### config.mk
export PLATFORM = sky130hd
export DESIGN_NAME = fu_alu_pipe
export DESIGN_NICKNAME = d
export VERILOG_FILES = /design/src/rtl/fu_alu_pipe.sv
export SDC_FILE = /design/constraint.sdc
export NUM_CORES = 1
export LEC_CHECK = 0
export ABC_AREA = 1
export ABC_CLOCK_PERIOD_IN_PS = 5400
export CORE_MARGIN = 2
export CORE_UTILIZATION = 40
export CTS_BUF_LIST = sky130_fd_sc_hd__clkbuf_8
export DETAILED_ROUTE_END_ITERATION = 8
export GPL_TIMING_DRIVEN = 0
export PLACE_DENSITY = 0.72
export REMOVE_ABC_BUFFERS = 1
export SYNTH_ARGS = -nofsm -noshare
export SYNTH_HDL_FRONTEND = slang
export SYNTH_SLANG_ARGS = --single-unit
### constraint.sdc
create_clock -name CLK -period 5.4 [get_ports CLK]
set_input_delay 0.54 -clock CLK [delete_from_list [all_inputs] [get_ports CLK]]
set_output_delay 0.54 -clock CLK [all_outputs]
set_load 0.005 [all_outputs]
### src/rtl/fu_alu_pipe.sv
`timescale 1ns / 1ps
// fu_alu_pipe: issue-side operand stage feeding an external combinational ALU,
// followed by a small in-order result FIFO with a valid/ready writeback port.
// Also keeps a saturating count of overflowing results that were written back.
module fu_alu_pipe #(
  parameter int unsigned TAG_W = 4,
  parameter int unsigned DEPTH = 2   // power of two, >= 2
) (
  input  logic             CLK,
  input  logic             RST,
  input  logic             flush,
  // issue
  input  logic             in_valid,
  output logic             in_ready,
  input  logic [3:0]       in_aluop,
  input  logic [31:0]      in_a,
  input  logic [31:0]      in_b,
  input  logic [4:0]       in_rd,
  input  logic [TAG_W-1:0] in_tag,
  // ALU operand side
  output logic [3:0]       alu_aluop,
  output logic [31:0]      alu_port_a,
  output logic [31:0]      alu_port_b,
  // ALU result side
  input  logic [31:0]      alu_port_output,
  input  logic             alu_overflow,
  input  logic             alu_zero,
  input  logic             alu_negative,
  // writeback
  output logic             wb_valid,
  input  logic             wb_ready,
  output logic [31:0]      wb_data,
  output logic [4:0]       wb_rd,
  output logic [TAG_W-1:0] wb_tag,
  output logic             wb_overflow,
  output logic             wb_zero,
  output logic             wb_negative,
  // status
  output logic [15:0]      ovf_count,
  output logic             busy
);

  localparam int unsigned PtrW = (DEPTH > 1) ? $clog2(DEPTH) : 1;
  localparam int unsigned CntW = $clog2(DEPTH + 1);

  // Operand stage
  logic             s1_valid_q, s1_valid_d;
  logic [3:0]       s1_op_q, s1_op_d;
  logic [31:0]      s1_a_q, s1_a_d;
  logic [31:0]      s1_b_q, s1_b_d;
  logic [4:0]       s1_rd_q, s1_rd_d;
  logic [TAG_W-1:0] s1_tag_q, s1_tag_d;

  // Result FIFO; flags packed as {overflow, zero, negative}
  logic [31:0]      mem_data_q  [DEPTH];
  logic [2:0]       mem_flags_q [DEPTH];
  logic [4:0]       mem_rd_q    [DEPTH];
  logic [TAG_W-1:0] mem_tag_q   [DEPTH];
  logic [PtrW-1:0]  wr_ptr_q, wr_ptr_d;
  logic [PtrW-1:0]  rd_ptr_q, rd_ptr_d;
  logic [CntW-1:0]  count_q, count_d;
  logic [15:0]      ovf_q, ovf_d;

  logic fifo_full;
  logic pop;
  logic s1_adv;
  logic accept;
  logic push;

  // Handshake decode; a pop frees a slot in the same cycle so a full FIFO still streams.
  always_comb begin
    fifo_full = (count_q == CntW'(DEPTH));
    wb_valid  = (count_q != '0);
    pop       = wb_valid && wb_ready;
    s1_adv    = s1_valid_q && (!fifo_full || pop);
    in_ready  = !s1_valid_q || s1_adv;
    accept    = in_valid && in_ready;
    push      = s1_adv && !flush;
    busy      = s1_valid_q || (count_q != '0);
  end

  // Operands go straight from S1 to the ALU; head of the FIFO drives writeback.
  always_comb begin
    alu_aluop   = s1_op_q;
    alu_port_a  = s1_a_q;
    alu_port_b  = s1_b_q;
    wb_data     = mem_data_q[rd_ptr_q];
    wb_overflow = mem_flags_q[rd_ptr_q][2];
    wb_zero     = mem_flags_q[rd_ptr_q][1];
    wb_negative = mem_flags_q[rd_ptr_q][0];
    wb_rd       = mem_rd_q[rd_ptr_q];
    wb_tag      = mem_tag_q[rd_ptr_q];
    ovf_count   = ovf_q;
  end

  // Next-state for operand stage, pointers, occupancy and overflow counter.
  always_comb begin
    s1_valid_d = s1_valid_q;
    s1_op_d    = s1_op_q;
    s1_a_d     = s1_a_q;
    s1_b_d     = s1_b_q;
    s1_rd_d    = s1_rd_q;
    s1_tag_d   = s1_tag_q;
    wr_ptr_d   = wr_ptr_q;
    rd_ptr_d   = rd_ptr_q;
    count_d    = count_q;
    ovf_d      = ovf_q;

    if (flush) begin
      // Squash everything; operand registers keep their contents for the ALU port.
      s1_valid_d = 1'b0;
      wr_ptr_d   = '0;
      rd_ptr_d   = '0;
      count_d    = '0;
    end else begin
      if (accept) begin
        s1_valid_d = 1'b1;
        s1_op_d    = in_aluop;
        s1_a_d     = in_a;
        s1_b_d     = in_b;
        s1_rd_d    = in_rd;
        s1_tag_d   = in_tag;
      end else if (s1_adv) begin
        s1_valid_d = 1'b0;
      end

      // DEPTH is a power of two, so pointer wrap is the natural PtrW-bit rollover.
      if (s1_adv) wr_ptr_d = wr_ptr_q + PtrW'(1);
      if (pop)    rd_ptr_d = rd_ptr_q + PtrW'(1);

      case ({s1_adv, pop})
        2'b10:   count_d = count_q + CntW'(1);
        2'b01:   count_d = count_q - CntW'(1);
        default: count_d = count_q;
      endcase

      if (pop && mem_flags_q[rd_ptr_q][2] && (ovf_q != 16'hFFFF)) begin
        ovf_d = ovf_q + 16'd1;
      end
    end
  end

  // Control and operand state with synchronous reset taking priority over flush.
  always_ff @(posedge CLK) begin
    if (RST) begin
      s1_valid_q <= 1'b0;
      s1_op_q    <= '0;
      s1_a_q     <= '0;
      s1_b_q     <= '0;
      s1_rd_q    <= '0;
      s1_tag_q   <= '0;
      wr_ptr_q   <= '0;
      rd_ptr_q   <= '0;
      count_q    <= '0;
      ovf_q      <= '0;
    end else begin
      s1_valid_q <= s1_valid_d;
      s1_op_q    <= s1_op_d;
      s1_a_q     <= s1_a_d;
      s1_b_q     <= s1_b_d;
      s1_rd_q    <= s1_rd_d;
      s1_tag_q   <= s1_tag_d;
      wr_ptr_q   <= wr_ptr_d;
      rd_ptr_q   <= rd_ptr_d;
      count_q    <= count_d;
      ovf_q      <= ovf_d;
    end
  end

  // Result storage; entries only matter while counted, so no reset is needed.
  always_ff @(posedge CLK) begin
    if (push) begin
      mem_data_q[wr_ptr_q]  <= alu_port_output;
      mem_flags_q[wr_ptr_q] <= {alu_overflow, alu_zero, alu_negative};
      mem_rd_q[wr_ptr_q]    <= s1_rd_q;
      mem_tag_q[wr_ptr_q]   <= s1_tag_q;
    end
  end

endmodule
==> reports/metrics.yaml <==
outcome: "complete, no violations"
wl_microns: 17730
synthTopCellsByArea: "edfxtp_1, dfxtp_1, nor2_1"
cts.path.max_buffers: 2
synth_cells: 669
core_sq_um: 17360
max_stage_delay_ns: 0.66
path_class: "reg2out"
grt_antenna_before_repair: 0
die_w_microns: 137.4
finalNetCount: 1034
cts.clk_slew.worst_paths_ns: 0.10
whs_ns: 0.4445
row_count: 48
fin_crit_sh: 0.5105
grt_max_degree: 78
hold_violations: 0
track_usage: 0.1905
cts_hold_buf: 0
synth_top_area_cell: "edfxtp_1"
drt-pass1-iter-count: 4
netlist_area_sq_um: 7119
avgViaCountPerCell: 4.784
start_util: 0.4102
grt_pass1_vias: 5579
setup_viol_count_final: 0
cp.required_ns: 4.86
reg2regPathDepth: 8
cp-end-kind: "primary output"
gp_congestion: 0.7875
htree_levels: 4
num_vias: 5521
place.detailed.hpwl_microns: 12640
synth_top_area_frac: 0.3712
ctsResizeCount: 0
relSlewSlack: 0.4875
area_delta_synth_final_pct: 45.13
antenna_cells: 0
cts_tree: "built"
drive_gt1_frac: 0.1206
grt_overflow: 0
ys_seq_area_frac: 0.6496
timing.fmax_mhz: 362.7
ant_nets: 0
drt_iter0_markers: 304
die_h_microns: 137.4
ir_drop_mv: 0.1366
post_cts_buffers: 0
hp-class: "reg2reg"
maxCapViolations: 0
power_density_nw_per_um2: 272.0
placement.io_buffers: 247
holdPathStages: 0
clock-sinks: 187
ioPinCount: 248
clock_latency_ns: 0.44
total_leakage_power_uw: 0.003815
avgSynthCellArea_sq_um: 10.64
wire_per_inst_microns: 15.36
cp.arrival_ns: 2.22
fin_crit_ns: 2.757
cp-start-kind: "register"
numCtsBuffers: 17
rsz0062_at_grt: "no"
ys_warn_count: 0
synth_seq_cells: 187
cts_root_buffer: "clkbuf_8"
fin_skew_ns: 0.01286
grt_pass1_wl_microns: 27880
worst_slew_pin_slew_ns: 0.7670
drc: 0
critPathMaxFanout: 26
finalPower_uw: 2810
synth_cell_types: 31
slew_viol_final: 0
path_cells: "buf_12 -> mux2_2 -> clkdlybuf4s50_1"
dieArea_sq_um: 18880
crit_slowest_cell: "dfxtp_2"
[state kept, by name, indices dropped and copies added, names as in the netlist, named ones only]
register     flops
s1_valid_q       1
alu_aluop        4
s1_rd_q          5
mem_tag_q        8
mem_flags_q      6
mem_rd_q        10
wr_ptr_q         1
count_q          2
s1_tag_q         4
mem_data_q      64
ovf_count       16
rd_ptr_q         1
alu_port_b      32
alu_port_a      32
[Yosys cell counts, drive strengths merged]
library cell / number
xnor2: 1
nand3: 20
clkbuf: 12
nand2: 54
o21ai: 86
a31oi: 1
o211ai: 1
clkinv: 1
nor3: 3
edfxtp: 88
ha: 1
a21oi: 14
mux2: 43
xor2: 6
inv: 24
buf: 20
nand4: 5
dfxtp: 99
nor2: 190
[routing by layer]
| layer | GRT usage | wire, microns | vias up |
|---|---|---|---|
| met4 | 0.07216 | 314 | 0 |
| met1 | 0.2139 | 7105 | 2557 |
| met2 | 0.3214 | 8511 | 205 |
| met5 | 0 | 0 | - |
| met3 | 0.08131 | 1798 | 19 |
| li1 | - | - | 2740 |
[cells by family (layout without fill, tap and decap cells)]
kind of cell             count (synthesis)  after routing  share of synthesized area
AND/OR/NAND/NOR                        272            272                     0.1610
buffers and inverters                   57            317                    0.03726
AO/OA/AOI/OAI                          102            102                    0.07381
flip-flops                             187            187                     0.6496
adder cells (fa/ha/maj)                  1              1                   0.001757
multiplexers                            43             43                    0.06801
XOR/XNOR                                 7              7                   0.008612
[placed cells by master (no fill, tap or decap), types with 4 or more instances in the layout]
master           synthesis  final
edfxtp_1                88     88
nand3_1                 18     18
xor2_1                   6      6
nor2_1                 185    185
nor2_4                   4      4
o21ai_1                  4      4
a21oi_1                 11     11
nand2_1                 48     48
buf_6                    1      8
inv_1                   21     20
nand2_2                  5      5
inv_8                    0      6
clkdlybuf4s50_1          0    247
mux2_2                  43     43
clkbuf_8                 0     17
o21ai_0                 82     82
nand4_1                  4      4
dfxtp_1                 99     98
[final cells by class]
cell class                 instances  area [sq um]
timing repair buffer             260          2665
sequential                       187          4626
clock buffer                      17         234.0
inverter                          25         95.09
multi-input combinational        425          2240
tap                              225         281.5
fill                            1468          7024
clock inverter                    15         191.4
[critical path, delay by kind of cell (launching register included)]
family                 cells  cell delay (ns)
buffers and inverters      2             0.74
DFF                        1             0.66
muxes                      1             0.35
[final timing paths]
| path | start | end | slack [ns] |
|---|---|---|---|
| worst max-delay path | register | wb_data[24] | 2.64 |
| worst min-delay path | s1_tag_q[1] | mem_tag_q[0][1] | 0.44 |
| worst max register to register | count_q[0] | alu_port_a[21] | 3.08 |
| worst min register to register | s1_tag_q[1] | mem_tag_q[0][1] | 0.44 |
[power by group]
part	switching (uW)	leakage, uW	internal, uW
clock	546	0.000215	440
sequential	21.2	0.00161	1530
combinational	104	0.00199	172
[stage by stage]
stage | setup slack [ns] | instances | area [sq um] | utilization | setup TNS (ns)
after floorplan | 1.135 | 637 | 6948 | - | 0
after global placement | -1.185 | 1109 | 9702 | 0.5590 | -103.75
after detailed placement | 2.088 | 1121 | 9878 | 0.5691 | 0
after CTS | 2.566 | 1153 | 10300 | 0.5936 | 0
after global routing | 2.484 | 1154 | 10330 | 0.5953 | 0
final | 2.643 | 1154 | 10330 | 0.5953 | 0
Note: power is estimated with default switching activity, not from simulation.
